===== src/rtl/ctrl_pkg.sv =====
// Shared opcode/func constants, ALUOp encodings, FSM states and the control
// bundle for the multi-cycle MIPS controller.
package ctrl_pkg;

   localparam logic [5:0] OP_RTYPE    = 6'b000000;
   localparam logic [5:0] OP_SPECIAL2 = 6'b011100;
   localparam logic [5:0] OP_ADDI     = 6'b001000;
   localparam logic [5:0] OP_LW       = 6'b100011;
   localparam logic [5:0] OP_SW       = 6'b101011;
   localparam logic [5:0] OP_BEQ      = 6'b000100;

   localparam logic [5:0] FN_ADD = 6'b100000;
   localparam logic [5:0] FN_SUB = 6'b100010;
   localparam logic [5:0] FN_AND = 6'b100100;
   localparam logic [5:0] FN_OR  = 6'b100101;
   localparam logic [5:0] FN_SLT = 6'b101010;
   localparam logic [5:0] FN_SLL = 6'b000000;
   localparam logic [5:0] FN_SRL = 6'b000010;

   localparam logic [5:0] FN_MUL = 6'b000010;
   localparam logic [5:0] FN_ROT = 6'b000110;
   localparam logic [5:0] FN_CL1 = 6'b100001;
   localparam logic [5:0] FN_CLZ = 6'b100000;

   localparam logic [3:0] ALU_ADD = 4'b0000;
   localparam logic [3:0] ALU_SUB = 4'b0001;
   localparam logic [3:0] ALU_MUL = 4'b0010;
   localparam logic [3:0] ALU_AND = 4'b0011;
   localparam logic [3:0] ALU_OR  = 4'b0100;
   localparam logic [3:0] ALU_SLT = 4'b0101;
   localparam logic [3:0] ALU_SLL = 4'b1000;
   localparam logic [3:0] ALU_SRL = 4'b1001;
   localparam logic [3:0] ALU_ROT = 4'b1010;
   localparam logic [3:0] ALU_CL1 = 4'b1011;
   localparam logic [3:0] ALU_CLZ = 4'b1100;

   typedef enum logic [2:0] {
      S_FETCH,
      S_DECODE,
      S_EXEC,
      S_MULWAIT,
      S_MEM,
      S_WB,
      S_TRAP
   } state_t;

   typedef enum logic [2:0] {
      CLS_ALU,
      CLS_MUL,
      CLS_LOAD,
      CLS_STORE,
      CLS_BRANCH
   } cls_t;

   typedef struct packed {
      logic [3:0] alu_op;
      logic       alu_src;
      logic       reg_dst;
      logic       mem_to_reg;
      logic       shl_sel;
      logic       shr_sel;
   } ctrl_t;

   localparam ctrl_t CTRL_NONE = '0;

   function automatic ctrl_t mk_ctrl(input logic [3:0] alu_op, input logic alu_src,
                                     input logic reg_dst, input logic mem_to_reg,
                                     input logic shift);
      ctrl_t c;
      c.alu_op     = alu_op;
      c.alu_src    = alu_src;
      c.reg_dst    = reg_dst;
      c.mem_to_reg = mem_to_reg;
      c.shl_sel    = shift;
      c.shr_sel    = shift;
      return c;
   endfunction

endpackage


===== src/rtl/ctrl_decode.sv =====
// Combinational Op/func classifier: control bundle, legal flag and class.
// SPECIAL2 encodings decode only when CTRL_SPECIAL2_EN is defined.
module ctrl_decode
   import ctrl_pkg::*;
(
   input  logic [5:0] op,
   input  logic [5:0] func,
   output ctrl_t      ctrl,
   output logic       legal,
   output cls_t       cls
);

   always_comb begin
      ctrl  = CTRL_NONE;
      legal = 1'b1;
      cls   = CLS_ALU;
      case (op)
         OP_RTYPE: begin
            case (func)
               FN_ADD:  ctrl = mk_ctrl(ALU_ADD, 1'b0, 1'b1, 1'b0, 1'b0);
               FN_SUB:  ctrl = mk_ctrl(ALU_SUB, 1'b0, 1'b1, 1'b0, 1'b0);
               FN_AND:  ctrl = mk_ctrl(ALU_AND, 1'b0, 1'b1, 1'b0, 1'b0);
               FN_OR:   ctrl = mk_ctrl(ALU_OR,  1'b0, 1'b1, 1'b0, 1'b0);
               FN_SLT:  ctrl = mk_ctrl(ALU_SLT, 1'b0, 1'b1, 1'b0, 1'b0);
               FN_SLL:  ctrl = mk_ctrl(ALU_SLL, 1'b0, 1'b1, 1'b0, 1'b1);
               FN_SRL:  ctrl = mk_ctrl(ALU_SRL, 1'b0, 1'b1, 1'b0, 1'b1);
               default: legal = 1'b0;
            endcase
         end
         OP_SPECIAL2: begin
`ifdef CTRL_SPECIAL2_EN
            case (func)
               FN_MUL: begin
                  ctrl = mk_ctrl(ALU_MUL, 1'b0, 1'b1, 1'b0, 1'b0);
                  cls  = CLS_MUL;
               end
               FN_ROT:  ctrl = mk_ctrl(ALU_ROT, 1'b0, 1'b1, 1'b0, 1'b0);
               FN_CL1:  ctrl = mk_ctrl(ALU_CL1, 1'b0, 1'b1, 1'b0, 1'b0);
               FN_CLZ:  ctrl = mk_ctrl(ALU_CLZ, 1'b0, 1'b1, 1'b0, 1'b0);
               default: legal = 1'b0;
            endcase
`else
            legal = 1'b0;
`endif
         end
         OP_ADDI: ctrl = mk_ctrl(ALU_ADD, 1'b1, 1'b0, 1'b0, 1'b0);
         OP_LW: begin
            ctrl = mk_ctrl(ALU_ADD, 1'b1, 1'b0, 1'b1, 1'b0);
            cls  = CLS_LOAD;
         end
         OP_SW: begin
            ctrl = mk_ctrl(ALU_ADD, 1'b1, 1'b0, 1'b0, 1'b0);
            cls  = CLS_STORE;
         end
         OP_BEQ: begin
            ctrl = mk_ctrl(ALU_SUB, 1'b0, 1'b0, 1'b0, 1'b0);
            cls  = CLS_BRANCH;
         end
         default: legal = 1'b0;
      endcase
      // an illegal word must not leak a partial bundle into the datapath
      if (!legal) begin
         ctrl = CTRL_NONE;
         cls  = CLS_ALU;
      end
   end

endmodule


===== src/rtl/multicycle_controller.sv =====
// Multi-cycle MIPS controller FSM with registered control bundle.
// Optional macro CTRL_SPECIAL2_EN enables SPECIAL2 ops and the MUL wait counter.
//
// state     | meaning
// S_FETCH   | wait for InstrValid, latch Op/func, IRWrite/PCWrite
// S_DECODE  | classify latched word, register control bundle
// S_EXEC    | ALU cycle; BEQ drives PCSrc here
// S_MULWAIT | MUL down-counter running
// S_MEM     | MemRead/MemWrite held until MemReady
// S_WB      | RegWrite for one cycle
// S_TRAP    | illegal instruction, held until reset
module multicycle_controller
   import ctrl_pkg::*;
#(
   parameter int ALUOP_W    = 4,
   parameter int MUL_CYCLES = 4
) (
   input  logic               Clk,
   input  logic               Rst_n,
   input  logic [5:0]         Op,
   input  logic [5:0]         func,
   input  logic               InstrValid,
   input  logic               MemReady,
   output logic               IRWrite,
   output logic               PCWrite,
   output logic               RegDst,
   output logic               RegWrite,
   output logic               ALUSrc,
   output logic               MemRead,
   output logic               MemWrite,
   output logic               MemtoReg,
   output logic               PCSrc,
   output logic [ALUOP_W-1:0] ALUOp,
   output logic               shl_sel,
   output logic               shr_sel,
   output logic               Busy,
   output logic               Illegal
);

   state_t     state;
   logic [5:0] op_q;
   logic [5:0] func_q;
   ctrl_t      ctrl_q;
   cls_t       cls_q;
   logic       reg_write;
   logic       mem_read;
   logic       mem_write;
   logic       pc_src;

   ctrl_t      dec_ctrl;
   logic       dec_legal;
   cls_t       dec_cls;

`ifdef CTRL_SPECIAL2_EN
   localparam logic [3:0] MUL_LOAD = 4'(MUL_CYCLES - 1);
   logic [3:0] cnt;
`endif

   // decoding from the latched word keeps Op/func off every output path
   ctrl_decode u_decode (
      .op    (op_q),
      .func  (func_q),
      .ctrl  (dec_ctrl),
      .legal (dec_legal),
      .cls   (dec_cls)
   );

   always_ff @(posedge Clk or negedge Rst_n) begin
      if (!Rst_n) begin
         state     <= S_FETCH;
         op_q      <= '0;
         func_q    <= '0;
         ctrl_q    <= CTRL_NONE;
         cls_q     <= CLS_ALU;
         reg_write <= 1'b0;
         mem_read  <= 1'b0;
         mem_write <= 1'b0;
         pc_src    <= 1'b0;
`ifdef CTRL_SPECIAL2_EN
         cnt       <= '0;
`endif
      end else begin
         reg_write <= 1'b0;
         pc_src    <= 1'b0;
         case (state)
            S_FETCH: begin
               if (InstrValid) begin
                  op_q   <= Op;
                  func_q <= func;
                  state  <= S_DECODE;
               end
            end
            S_DECODE: begin
               if (dec_legal) begin
                  ctrl_q <= dec_ctrl;
                  cls_q  <= dec_cls;
                  pc_src <= (dec_cls == CLS_BRANCH);
                  state  <= S_EXEC;
               end else begin
                  state  <= S_TRAP;
               end
            end
            S_EXEC: begin
               case (cls_q)
                  CLS_LOAD: begin
                     mem_read <= 1'b1;
                     state    <= S_MEM;
                  end
                  CLS_STORE: begin
                     mem_write <= 1'b1;
                     state     <= S_MEM;
                  end
                  CLS_BRANCH: begin
                     ctrl_q <= CTRL_NONE;
                     state  <= S_FETCH;
                  end
`ifdef CTRL_SPECIAL2_EN
                  CLS_MUL: begin
                     cnt <= MUL_LOAD;
                     if (MUL_CYCLES > 1) begin
                        state <= S_MULWAIT;
                     end else begin
                        reg_write <= 1'b1;
                        state     <= S_WB;
                     end
                  end
`endif
                  default: begin
                     reg_write <= 1'b1;
                     state     <= S_WB;
                  end
               endcase
            end
`ifdef CTRL_SPECIAL2_EN
            S_MULWAIT: begin
               cnt <= cnt - 4'd1;
               if (cnt <= 4'd1) begin
                  reg_write <= 1'b1;
                  state     <= S_WB;
               end
            end
`endif
            S_MEM: begin
               if (MemReady) begin
                  mem_read  <= 1'b0;
                  mem_write <= 1'b0;
                  if (cls_q == CLS_LOAD) begin
                     reg_write <= 1'b1;
                     state     <= S_WB;
                  end else begin
                     ctrl_q <= CTRL_NONE;
                     state  <= S_FETCH;
                  end
               end
            end
            S_WB: begin
               ctrl_q <= CTRL_NONE;
               state  <= S_FETCH;
            end
            S_TRAP:  state <= S_TRAP;
            default: state <= S_FETCH;
         endcase
      end
   end

   assign IRWrite  = (state == S_FETCH) & InstrValid;
   assign PCWrite  = (state == S_FETCH) & InstrValid;
   assign Busy     = (state != S_FETCH);
   assign Illegal  = (state == S_TRAP);
   assign RegWrite = reg_write;
   assign MemRead  = mem_read;
   assign MemWrite = mem_write;
   assign PCSrc    = pc_src;
   assign ALUOp    = ALUOP_W'(ctrl_q.alu_op);
   assign ALUSrc   = ctrl_q.alu_src;
   assign RegDst   = ctrl_q.reg_dst;
   assign MemtoReg = ctrl_q.mem_to_reg;
   assign shl_sel  = ctrl_q.shl_sel;
   assign shr_sel  = ctrl_q.shr_sel;

endmodule


===== config.mk =====
export PLATFORM = sky130hd
export DESIGN_NAME = multicycle_controller
export DESIGN_NICKNAME = d
export VERILOG_FILES = /design/src/rtl/ctrl_pkg.sv /design/src/rtl/ctrl_decode.sv /design/src/rtl/multicycle_controller.sv
export SDC_FILE = /design/constraint.sdc
export NUM_CORES = 1
export LEC_CHECK = 0
export BUFFER_PORTS_ARGS = -buffer_cell sky130_fd_sc_hd__buf_2
export CORE_ASPECT_RATIO = 1.4
export CORE_MARGIN = 2
export CORE_UTILIZATION = 27
export DETAILED_ROUTE_END_ITERATION = 16
export GPL_TIMING_DRIVEN = 0
export PLACE_DENSITY = 0.55
export SETUP_SLACK_MARGIN = 0.4
export SYNTH_ARGS = -nofsm -noshare
export SYNTH_HDL_FRONTEND = slang
export SYNTH_SLANG_ARGS = --single-unit

===== constraint.sdc =====
create_clock -name Clk -period 3.1 [get_ports Clk]
set_input_delay 0.62 -clock Clk [delete_from_list [all_inputs] [get_ports Clk]]
set_output_delay 0.62 -clock Clk [all_outputs]
set_load 0.05 [all_outputs]

==> summary.txt, run 1 <==
Pwr
  – VDD IR max: 344 uV
  – Power per Cell Area: 1000 nW/um2
  – Final Power: 1860 uW
  – Leak Pwr: 0.000872 uW

Timing
  – Max Clk Rate: 393 MHz
  – Setup TNS Final: 0 ns
  – Clock skew: 0.00830 ns
  – Final count of hold timing violations: 0
  – Setup violators final: 0
  – Crit path time final: 2.54 ns
  – Worst slew pin tran: 0.696 ns
  – Ratio of final minimum period to clock period: 82.0%
  – Relative max-transition margin: 53.5%
  – RSZ-0062 raised after global routing: false
  – Max-slew violations: 0

GRT
  – Largest net degree at the start of global routing: 30
  – Grt total ovfl: 0
  – GRT Total Usage: 11.7%
  – Antenna violations before repair: 0
  – First-pass GRT wire length: 5.46 mm
  – Vias in the first global route: 1,196

Layout
  – Commonest non-fill, non-tap cell in the layout: buf_2
  – Nets: 193
  – Final instance area: 1860 um2
  – Most frequent cells in the layout: 32 x buf_2, 29 x dfrtp_1, 19 x mux2_2, 10 x nand2_1
  – Util after Layout: 35.4%
  – Layout overhead on the synthesized area: 25.0%
  – Layout cell share with drive strength beyond 1: 40.4%
  – ANT cells: 0
  – Final Non-Filler Cells: 244

Critical path
  – CP arrival: 1.92 ns
  – Crit-path max cell delay: 0.35 ns
  – WP data required: 2.48 ns
  – CP Max Fanout: 11
  – CP Launch Type: flip-flop
  – Buf+Inv Stages, Crit Path: 5
  – Top delay family on crit path: buffers and inverters
  – CP max-delay cell: dfrtp_1
  – CP endpoint kind: output port
  – Critical path class: reg2out
  – Cells along the critical path: clkbuf_2 -> nor2_2 -> and3_1 -> clkbuf_1 -> buf_6 -> buf_4 -> buf_2

CTS
  – Root Buffer: clkbuf_8
  – Clock slew at reported path FFs: 0.07 ns
  – Clock Sink Count: 29
  – Hold-fix buffers, CTS: 0
  – Clock Path Buffers: 2
  – CTS tree: done
  – TritonCTS Buffers: 5
  – Number of buffers added for setup after CTS: 0
  – H-tree level count: 2
  – Clk_lat worst skew: 0.28 ns

Route
  – Detailed Routing Iterations Pass 1: 4
  – Vias per cell: 4.66
  – Routed WL: 3.09 mm
  – Vias post-DR: 1,136
  – Drt drc: 0
  – Top layer in use: met4
  – Met3 routed WL: 178 um
  – Iter 0 DRT Violations: 66
  – M1 WL: 1.33 mm
  – ANT nets after route: 0
  – Detail Route met2 WL: 1.54 mm
  – WL per Instance: 12.7 um

Yosys
  – Post-Syn Instances: 138
  – Ys Warns: 0
  – Library cells used by synthesis: 38
  – Mean post-synth cell area: 10.8 um2
  – Syn Nets: 154
  – FF+latch count, synth: 29
  – Post-Syn Area: 1480 um2
  – Post-synthesis sequential area ratio: 48.9%

Placement
  – Inst Count DP: 236
  – Port-buffer cells: 32
  – Placer Congestion: 0.752
  – Area post-placement: 1730 um2
  – Detailed Place HPWL: 2.31 mm

Status
  – Outcome: complete, no violations

Job
  – Max-cap viol count: 0

Die
  – IO Count: 33
  – Num rows: 31
  – Initial Utilization: 28.3%
  – Die area: 6110 um2
  – Die Wd: 66.7 um
  – Die Y: 91.7 um
  – Core ar.: 5240 um2

Worst hold path
  – Min-delay worst type: in2async
[cells in the mapped netlist (all sizes together)]
cell type | count | area [um2]
nand2b | 5 | 31.3
o22ai | 1 | 6.26
a21o | 2 | 15.0
or4 | 3 | 30.0
nor3 | 3 | 15.0
inv | 4 | 15.0
a221o | 1 | 10.0
clkbuf | 3 | 11.3
and3 | 3 | 18.8
nand4bb | 1 | 11.3
a21oi | 7 | 35.0
mux2i | 2 | 20.0
mux2 | 19 | 214
o31a | 1 | 8.76
o21ai | 8 | 40.0
nand3 | 2 | 22.5
xor2 | 1 | 8.76
nor2 | 9 | 33.8
buf | 4 | 26.3
dfrtp | 29 | 726
a211oi | 2 | 15.0
a21boi | 1 | 7.51
nor2b | 2 | 12.5
a31oi | 1 | 6.26
o211ai | 2 | 20.0
nor4b | 1 | 8.76
or2 | 1 | 6.26
nor4 | 1 | 6.26
nor3b | 3 | 22.5
and2 | 3 | 18.8
nand2 | 10 | 37.5
a22oi | 1 | 7.51
a31o | 1 | 8.76
nand3b | 1 | 7.51
[what timing repair did]
action                                  in CTS  in global routing
resized for setup                            2                  7
endpoints found under the setup margin       2                  2
pin swaps                                    0                  0
[per-stage QoR]
| stage | worst slack (ns) | hold WS (ns) |
|---|---|---|
| after global placement | 0.382 | 0.483 |
| after floorplan | 0.423 | 0.324 |
| final | 0.557 | 0.355 |
| after detailed placement | 0.375 | 0.494 |
| after global routing | 0.418 | 0.415 |
| after CTS | 0.404 | 0.389 |
[where the power goes]
group / internal (uW) / total [uW] / switching (uW)
clock: 262 / 402 / 141
sequential: 515 / 670 / 155
combinational: 330 / 789 / 459
total: 1110 / 1860 / 755
[cell type report]
type,instances,area (um2)
Sequential cell,29,726
Multi-Input combinational cell,98,708
Clock buffer,7,86.3
Clock inverter,1,30.0
Buffer,7,47.5
Timing Repair Buffer,32,160
Inverter,4,15.0
Fill cell,535,3380
Tap cell,66,82.6
[layer usage]
layer	vias up	GRT usage, %
met5	-	0
met4	0	4.59
met3	6	3.93
met2	26	19.3
met1	529	13.8
li1	575	-
[final timing paths]
check | start | end | slack, ns | depth (start not counted)
max in group asynchronous | Rst_n | op_q[5] | 2.32 | 1
hold reg to reg | ALUOp[1] | ALUOp[1] | 0.51 | 1
setup reg to reg | op_q[1] | ALUSrc | 0.91 | 5
hold / removal | Rst_n | RegWrite | 0.35 | 1
min in group Clk | ALUOp[1] | ALUOp[1] | 0.51 | 1
setup / recovery | state[2] | PCWrite | 0.56 | 7
[sequential cells by signal (all words and copies together) (netlist names)]
signal / count
op_q: 6
MemtoReg: 1
MemRead: 1
PCSrc: 1
state: 3
RegDst: 1
ALUOp: 4
func_q: 6
RegWrite: 1
MemWrite: 1
cls_q: 3
ALUSrc: 1
[logic make-up after synthesis]
kind of cell	synth area share [%]
XOR/XNOR	0.590
AND/OR/NAND/NOR	19.1
AO/OA/AOI/OAI	12.1
flip-flops	48.9
multiplexers	15.8
buffers and inverters	3.54
(Power assumes the default switching activity.)
==> run 2, diff against run 1 <==
--- a/config.mk
+++ b/config.mk
@@ -5,13 +5,14 @@
 export SDC_FILE = /design/constraint.sdc
 export NUM_CORES = 1
 export LEC_CHECK = 0
+export ABC_AREA = 1
 export BUFFER_PORTS_ARGS = -buffer_cell sky130_fd_sc_hd__buf_2
 export CORE_ASPECT_RATIO = 1.4
 export CORE_MARGIN = 2
 export CORE_UTILIZATION = 27
 export DETAILED_ROUTE_END_ITERATION = 16
 export GPL_TIMING_DRIVEN = 0
-export PLACE_DENSITY = 0.55
+export PLACE_DENSITY = 0.54
 export SETUP_SLACK_MARGIN = 0.4
 export SYNTH_ARGS = -nofsm -noshare
 export SYNTH_HDL_FRONTEND = slang
==> constraint.sdc (replaced) <==
create_clock -name Clk -period 2.55 [get_ports Clk]
set_input_delay 0.51 -clock Clk [delete_from_list [all_inputs] [get_ports Clk]]
set_output_delay 0.51 -clock Clk [all_outputs]
set_load 0.05 [all_outputs]
==> run 2 against run 1 <==
Clock skew rose by 0.00070 ns. Register-to-register slack got worse by 0.10 ns. Worst hold slack got worse by 0.093 ns. First-iteration DRC count did not move. Global-route usage fell by 0.42 points. Flip-flop and latch count did not move. Non-clock buffer count fell by 1. Cell count rose by 29%. Via count rose by 19%. Design area rose by 1.9%. Highest routed layer unchanged.
==> summary.txt, run 2 <==
Status
  – Outcome: complete, no violations

Timing
  – Crit path time final: 2.03 ns
  – Setup violators final: 0 (unchanged)
  – RSZ-0062 raised after global routing: false
  – Setup TNS Final: 0 ns (unchanged)
  – Worst slew pin tran: 0.659 ns (-0.0373 ns)
  – Max-slew violations: 0 (unchanged)
  – Ratio of final minimum period to clock period: 79.8%
  – Clock skew: 0.00899 ns (+0.000699 ns)
  – Max Clk Rate: 492 MHz
  – Relative max-transition margin: 56.1% (+2.6 points)
  – Final count of hold timing violations: 0 (unchanged)

Die
  – Die Wd: 67.3 um (+1.0%)
  – Num rows: 32 (+3.2%)
  – Die area: 6240 um2 (+2.1%)
  – Core ar.: 5490 um2 (+4.8%)
  – IO Count: 33 (unchanged)
  – Initial Utilization: 27.6% (-0.69 points)
  – Die Y: 92.7 um (+1.0%)

Yosys
  – Post-synth top area share: 47.9% (-1.0 points)
  – Adder-cell share of the synthesized area: 0% (unchanged)
  – Post-synthesis sequential area ratio: 47.9% (-1.0 points)
  – Fraction of registers with async set/reset: 100% (unchanged)
  – Multiplexer area fraction after synthesis: 0% (-16 points)
  – Library cells used by synthesis: 21 (-45%)
  – Top cells by count, synth: 63 x nand2_1, 32 x nor2_1, 29 x dfrtp_1
  – Ys Warns: 0 (unchanged)
  – Top-count cell post-synth: nand2_1
  – Number of enable flip-flop cells after synthesis: 0 (unchanged)
  – Post-synthesis xor/xnor area fraction: 0% (-0.59 points)
  – Top post-synthesis cells by area: dfrtp_1 48%, nand2_1 16%, nor2_1 7.9%
  – Most area-hungry cell type in the Yosys netlist: dfrtp_1
  – Synth Area in Compound Gates: 6.77% (-5.4 points)
  – FF+latch count, synth: 29 (unchanged)
  – Post-Syn Instances: 206 (+49%)
  – Ys flop type: dfrtp_1
  – Mean post-synth cell area: 7.36 um2 (-32%)
  – Synth Area in Simple Gates: 36.6% (+17 points)
  – Post-Syn Area: 1520 um2 (+2.2%)
  – Largest family of logic cells by synthesized area: simple AND/OR/NAND/NOR gates
  – Syn Nets: 222 (+44%)

CTS
  – Clock Path Buffers: 2 (unchanged)
  – Clock Sink Count: 29 (unchanged)
  – TritonCTS Buffers: 5 (unchanged)
  – Root Buffer: clkbuf_8
  – Clock slew at reported path FFs: 0.07 ns (about the same)
  – CTS tree: done
  – Hold-fix buffers, CTS: 0 (unchanged)
  – Clk_lat worst skew: 0.27 ns (about the same)
  – H-tree level count: 2 (unchanged)

Layout
  – Commonest non-fill, non-tap cell in the layout: nand2_1
  – Nets: 262 (+36%)
  – Most frequent cells in the layout: 61 x nand2_1, 31 x nor2_1, 31 x buf_2, 27 x dfrtp_1, 24 x inv_1
  – Layout cell share with drive strength beyond 1: 25.6% (-15 points)
  – ANT cells: 0 (unchanged)
  – Layout overhead on the synthesized area: 24.7%
  – FILL cells: 607 (+13%)
  – Final Non-Filler Cells: 314 (+29%)

Placement
  – Inst Count DP: 306 (+30%)
  – Placer Congestion: 0.782 (+4.0%)
  – Port-buffer cells: 32 (unchanged)
  – Detailed Place HPWL: 2.41 mm (+4.6%)

Pwr
  – Leak Pwr: 0.00106 uW (+21%)
  – Sequential share of power: 33.3% (-2.7 points)
  – Sw frac: 47.3% (+6.7 points)
  – Switch Pwr: 1040 uW (+38%)
  – Power per Cell Area: 1170 nW/um2 (+16%)
  – Combinational Power Share: 49.8% (+7.4 points)
  – VDD IR max: 370 uV (+7.4%)
  – P_int: 1160 uW (+5.2%)
  – Power share of the clock group: 17.0% (-4.6 points)

Job
  – Max-cap viol count: 0 (unchanged)

Route
  – Iter 0 DRT Violations: 66 (unchanged)
  – Vias per cell: 4.31 (-7.4%)
  – WL per Instance: 9.91 um (-22%)
  – Drt drc: 0 (unchanged)
  – Detailed Routing Iterations Pass 1: 4 (unchanged)
  – Vias post-DR: 1,354 (+19%)
  – Routed WL: 3.11 mm (+0.65%)
  – ANT nets after route: 0 (unchanged)

Critical path
  – Critical path class: reg2out
  – CP endpoint kind: output port
  – CP Max Fanout: 11 (unchanged)
  – CP Launch Type: flip-flop
  – CP arrival: 1.52 ns (-0.40 ns)
  – WP data required: 2.04 ns (-0.44 ns)

GRT
  – Largest net degree at the start of global routing: 30 (unchanged)
  – Antenna violations before repair: 0 (unchanged)
  – Grt total ovfl: 0 (unchanged)
  – GRT Total Usage: 11.3% (-0.42 points)
  – Vias in the first global route: 1,314 (+9.9%)
  – First-pass GRT wire length: 5.42 mm (-0.88%)

Worst hold path
  – Min-delay worst type: in2async
-- run 2: logic make-up (layout without fill, tap and decap cells) --
| group | Yosys count | after routing |
|---|---|---|
| compound gates | 19 | 19 |
| flops | 29 | 29 |
| simple gates | 126 | 126 |
| buf+inv | 32 | 72 |
-- run 2: cell type report --
type | instances | area (um2) | area share (%)
buffer | 5 | 38.8 | 2.05
clock buffer | 7 | 86.3 | 4.57
inverter | 27 | 101 | 5.36
multi-input combinational | 145 | 674 | 35.7
sequential | 29 | 728 | 38.5
tap | 68 | 85.1 | 4.50
timing repair buffer | 33 | 176 | 9.33
-- run 2: final timing paths --
kind / from / endpoint / slack (ns) / cells after the start
min in group Clk: Op[1] / op_q[1] / 0.43 / 3
setup / recovery: state[1] / PCWrite / 0.52 / 8
hold reg to reg: RegDst / RegDst / 0.46 / 2
max in group asynchronous: Rst_n / state[2] / 1.82 / 1
setup reg to reg: state[2] / ALUOp[1] / 0.81 / 9
hold / removal: Rst_n / cls_q[0] / 0.26 / 1
-- run 2: routing by layer --
metal  vias up  wire (um)  track usage (%)  share of wire (%)
met5         -          0                0                  0
met1       599       1410             13.4                 45
met2        32       1480             18.5                 48
li1        717          -                -                  -
met3         6        140             2.19                4.5
met4         0         78             6.63                2.5
-- run 2: timing repair --
action / 4_1_cts / 5_1_grt
gates resized for setup: 6 / 5
setup buffers: 0 / 1
endpoints found under the setup margin: 2 / 2
pin swaps: 0 / 0
-- run 2: power groups by stage --
stage          combinational [uW]  clock, uW  sequential [uW]
2_1_floorplan                 723          0              850
3_3_place_gp                 1060          0              737
3_5_place_dp                 1070          0              739
4_1_cts                      1090        388              735
5_1_grt                      1240        405              759
6_report                     1100        375              735
-- run 2: critical path, stage by stage (launching register included) --
cell and delay (ns):
dfrtp_1 0.41, nor2_4 0.13, nand2_2 0.06, inv_1 0.10, nand2_4 0.08, inv_2 0.08, buf_6 0.13, buf_4 0.11
buf_6 0.14
-- run 2: per-stage QoR --
| stage | total power, uW | setup WS (ns) | hold WS (ns) | area (um2) | utilization, % |
|---|---|---|---|---|---|
| CTS | 2210 | 0.392 | 0.296 | 1870 | 34.1 |
| floorplan | 1570 | 0.442 | 0.214 | 1520 | - |
| detailed placement | 1810 | 0.496 | 0.454 | 1770 | 32.2 |
| finish | 2210 | 0.516 | 0.262 | 1890 | 34.5 |
| global placement | 1800 | 0.496 | 0.452 | 1770 | 32.2 |
| global route | 2400 | 0.404 | 0.316 | 1890 | 34.5 |
==> run 3, diff against run 2 <==
==> constraint.sdc (replaced) <==
create_clock -name Clk -period 2 [get_ports Clk]
set_input_delay 0.4 -clock Clk [delete_from_list [all_inputs] [get_ports Clk]]
set_output_delay 0.4 -clock Clk [all_outputs]
set_load 0.05 [all_outputs]
==> run 3 against run 2 <==
Combinational power rose by 73%. Count of clock-buffer cells in the layout fell by 2. Highest routed layer unchanged. Register-to-register slack got worse by 0.56 ns. Worst setup slack got worse by 0.34 ns. Largest power group unchanged. Routed wire length rose by 17%. Non-clock buffer count rose by 17. Via count rose by 8.6%. Critical endpoint unchanged.
==> summary.txt, run 3 (synthesis gave the netlist of run 2 again) <==
Pwr
  – P_int: 1750 uW (+50%)
  – Combinational Power Share: 57.1% (+7.3 points)
  – Leak Pwr: 0.00116 uW (+10%)
  – Sequential share of power: 28.6% (-4.7 points)
  – Switch Pwr: 1570 uW (+50%)
  – Power per Cell Area: 1550 nW/um2 (+33%)
  – Sw frac: 47.3% (about the same)
  – Power share of the clock group: 14.3% (-2.7 points)
  – VDD IR max: 676 uV (+83%)

Worst hold path
  – Min-delay worst type: in2async

Timing
  – Relative max-transition margin: 56.0% (about the same)
  – Fin Hold WS: 0.135 ns (-0.127 ns)
  – RSZ-0062 raised after global routing: true
  – Max-slew violations: 0 (unchanged)
  – Setup violators final: 0 (unchanged)
  – Final count of hold timing violations: 0 (unchanged)
  – Max Clk Rate: 547 MHz
  – Crit path time final: 1.83 ns
  – Worst slew pin tran: 0.660 ns (+0.000661 ns)
  – Setup TNS Final: 0 ns (unchanged)
  – Clock skew: 0.00649 ns (-0.00250 ns)
  – Ratio of final minimum period to clock period: 91.4%

Route
  – Routed WL: 3.63 mm (+17%)
  – Vias per cell: 4.41 (+2.4%)
  – Drt drc: 0 (unchanged)
  – ANT nets after route: 0 (unchanged)
  – WL per Instance: 10.9 um (+10%)
  – Iter 0 DRT Violations: 72 (+9.1%)
  – Vias post-DR: 1,470 (+8.6%)
  – Detailed Routing Iterations Pass 1: 4 (unchanged)

GRT
  – Antenna violations before repair: 0 (unchanged)
  – Largest net degree at the start of global routing: 30 (unchanged)
  – Grt total ovfl: 0 (unchanged)
  – Vias in the first global route: 1,385 (+5.4%)
  – GRT Total Usage: 12.3% (+1.0 points)
  – First-pass GRT wire length: 5.80 mm (+7.1%)

Layout
  – Util after Layout: 39.1% (+4.7 points)
  – Nets: 280 (+6.9%)
  – ANT cells: 0 (unchanged)
  – Final Non-Filler Cells: 333 (+6.1%)
  – Commonest non-fill, non-tap cell in the layout: nand2_1
  – Final instance area: 2150 um2 (+14%)
  – Layout cell share with drive strength beyond 1: 36.6% (+11 points)
  – Layout overhead on the synthesized area: 41.5%
  – Most frequent cells in the layout: 59 x nand2_1, 28 x buf_2, 27 x dfrtp_1, 24 x nor2_1, 22 x inv_1

Placement
  – Area post-placement: 1780 um2 (+0.92%)
  – Placer Congestion: 0.778 (-0.54%)
  – Inst Count DP: 306 (unchanged)
  – Port-buffer cells: 32 (unchanged)
  – Detailed Place HPWL: 2.51 mm (+4.0%)

Critical path
  – Top delay family on crit path: buffers and inverters
  – Crit-path max cell delay: 0.41 ns (about the same)
  – Cell count along the critical path: 8 (unchanged)
  – Critical path class: reg2out
  – CP Launch Type: flip-flop
  – Cells along the critical path: nor2_4 -> nand2_4 -> inv_4 -> nand2_4 -> inv_2 -> buf_6 -> buf_6 -> buf_8
  – Buf+Inv Stages, Crit Path: 5 (unchanged)
  – CP max-delay cell: dfrtp_1
  – CP arrival: 1.43 ns (-0.09 ns)
  – CP endpoint kind: output port
  – Reg2Reg Depth: 11 (+2)
  – WP data required: 1.60 ns (-0.44 ns)
  – CP Max Fanout: 3 (-8)
  – Worst setup path startpoint: state[1]
  – Worst R2R Start: state[1]

Die
  – Num rows: 32 (unchanged)
  – Initial Utilization: 27.6% (unchanged)
  – Die Wd: 67.3 um (unchanged)
  – IO Count: 33 (unchanged)
  – Die Y: 92.7 um (unchanged)
  – Core ar.: 5490 um2 (unchanged)
  – Die area: 6240 um2 (unchanged)

CTS
  – Clock slew at reported path FFs: 0.07 ns (about the same)
  – Clock Sink Count: 29 (unchanged)
  – Clk_lat worst skew: 0.29 ns (+0.02 ns)
  – TritonCTS Buffers: 5 (unchanged)
  – CTS tree: done
  – Clock Path Buffers: 2 (unchanged)
  – H-tree level count: 2 (unchanged)
  – Root Buffer: clkbuf_8

Status
  – Outcome: complete, no violations

Job
  – Max-cap viol count: 0 (unchanged)
==> run 3: cell count changes in the layout (fill, tap and decap cells not counted), moves of 3 or more <==
cell     previous run  this run
o21ai_0            15        11
nor2_2              1         6
buf_2              31        28
buf_4               5        20
nor2_1             31        24
o21ai_1             0         4
buf_6               2         5
==> run 3: final cells by class <==
cell class	count	area (um2)
clock inverter	3	17.5
inverter	27	108
tap	68	85.1
timing repair buffer	50	333
buffer	5	48.8
sequential	29	728
multi-input combinational	146	757
fill	579	3340
clock buffer	5	68.8
==> run 3: routing by layer <==
layer / global-route usage, % / vias to the layer above / wire (um)
met4: 6.63 / 0 / 88
li1: - / 759 / -
met5: 0 / - / 0
met3: 2.92 / 6 / 185
met1: 13.6 / 670 / 1450
met2: 21.3 / 35 / 1910
==> run 3: worst reg2reg max path, cell delays in order (launching register included) <==
cell and delay [ns]:
dfrtp_1 0.40, buf_4 0.15, clkinvlp_4 0.15, nor3_4 0.18, inv_2 0.08, nand2_1 0.08, a21oi_1 0.07, nor3_4 0.20
buf_12 0.14, nand2_4 0.08, nand2_1 0.06, nand2_1 0.04
==> run 3: final timing paths <==
path | end | slack, ns
worst max register to register | ALUOp[1] | 0.25
worst min-delay path | op_q[2] | 0.13
min in group Clk | func_q[4] | 0.30
worst min register to register | ALUSrc | 0.47
max in group asynchronous | state[0] | 1.39
worst max-delay path | PCWrite | 0.17
==> run 3: per-stage QoR <==
step	power, uW	setup slack (ns)
floorplan	2030	0.208
global placement	2320	0.0833
detailed placement	2340	0.0807
CTS	3160	0.168
global route	3560	0.128
finish	3320	0.173
==> run 3: what timing repair did <==
item,in CTS,in global routing
gates cloned,0,1
hold buffers,0,0
pin swaps,6,6
endpoints found under the hold margin,0,0
gates resized for setup,18,24
endpoints found under the setup margin,10,26
buffers inserted,15,3
==> run 3: power groups by stage <==
stage / registers, uW / clock network [uW] / logic, uW
after floorplan: 1090 / 0 / 946
after global placement: 944 / 0 / 1370
after detailed placement: 951 / 0 / 1390
after CTS: 947 / 490 / 1730
after global routing: 979 / 514 / 2070
final: 950 / 476 / 1900
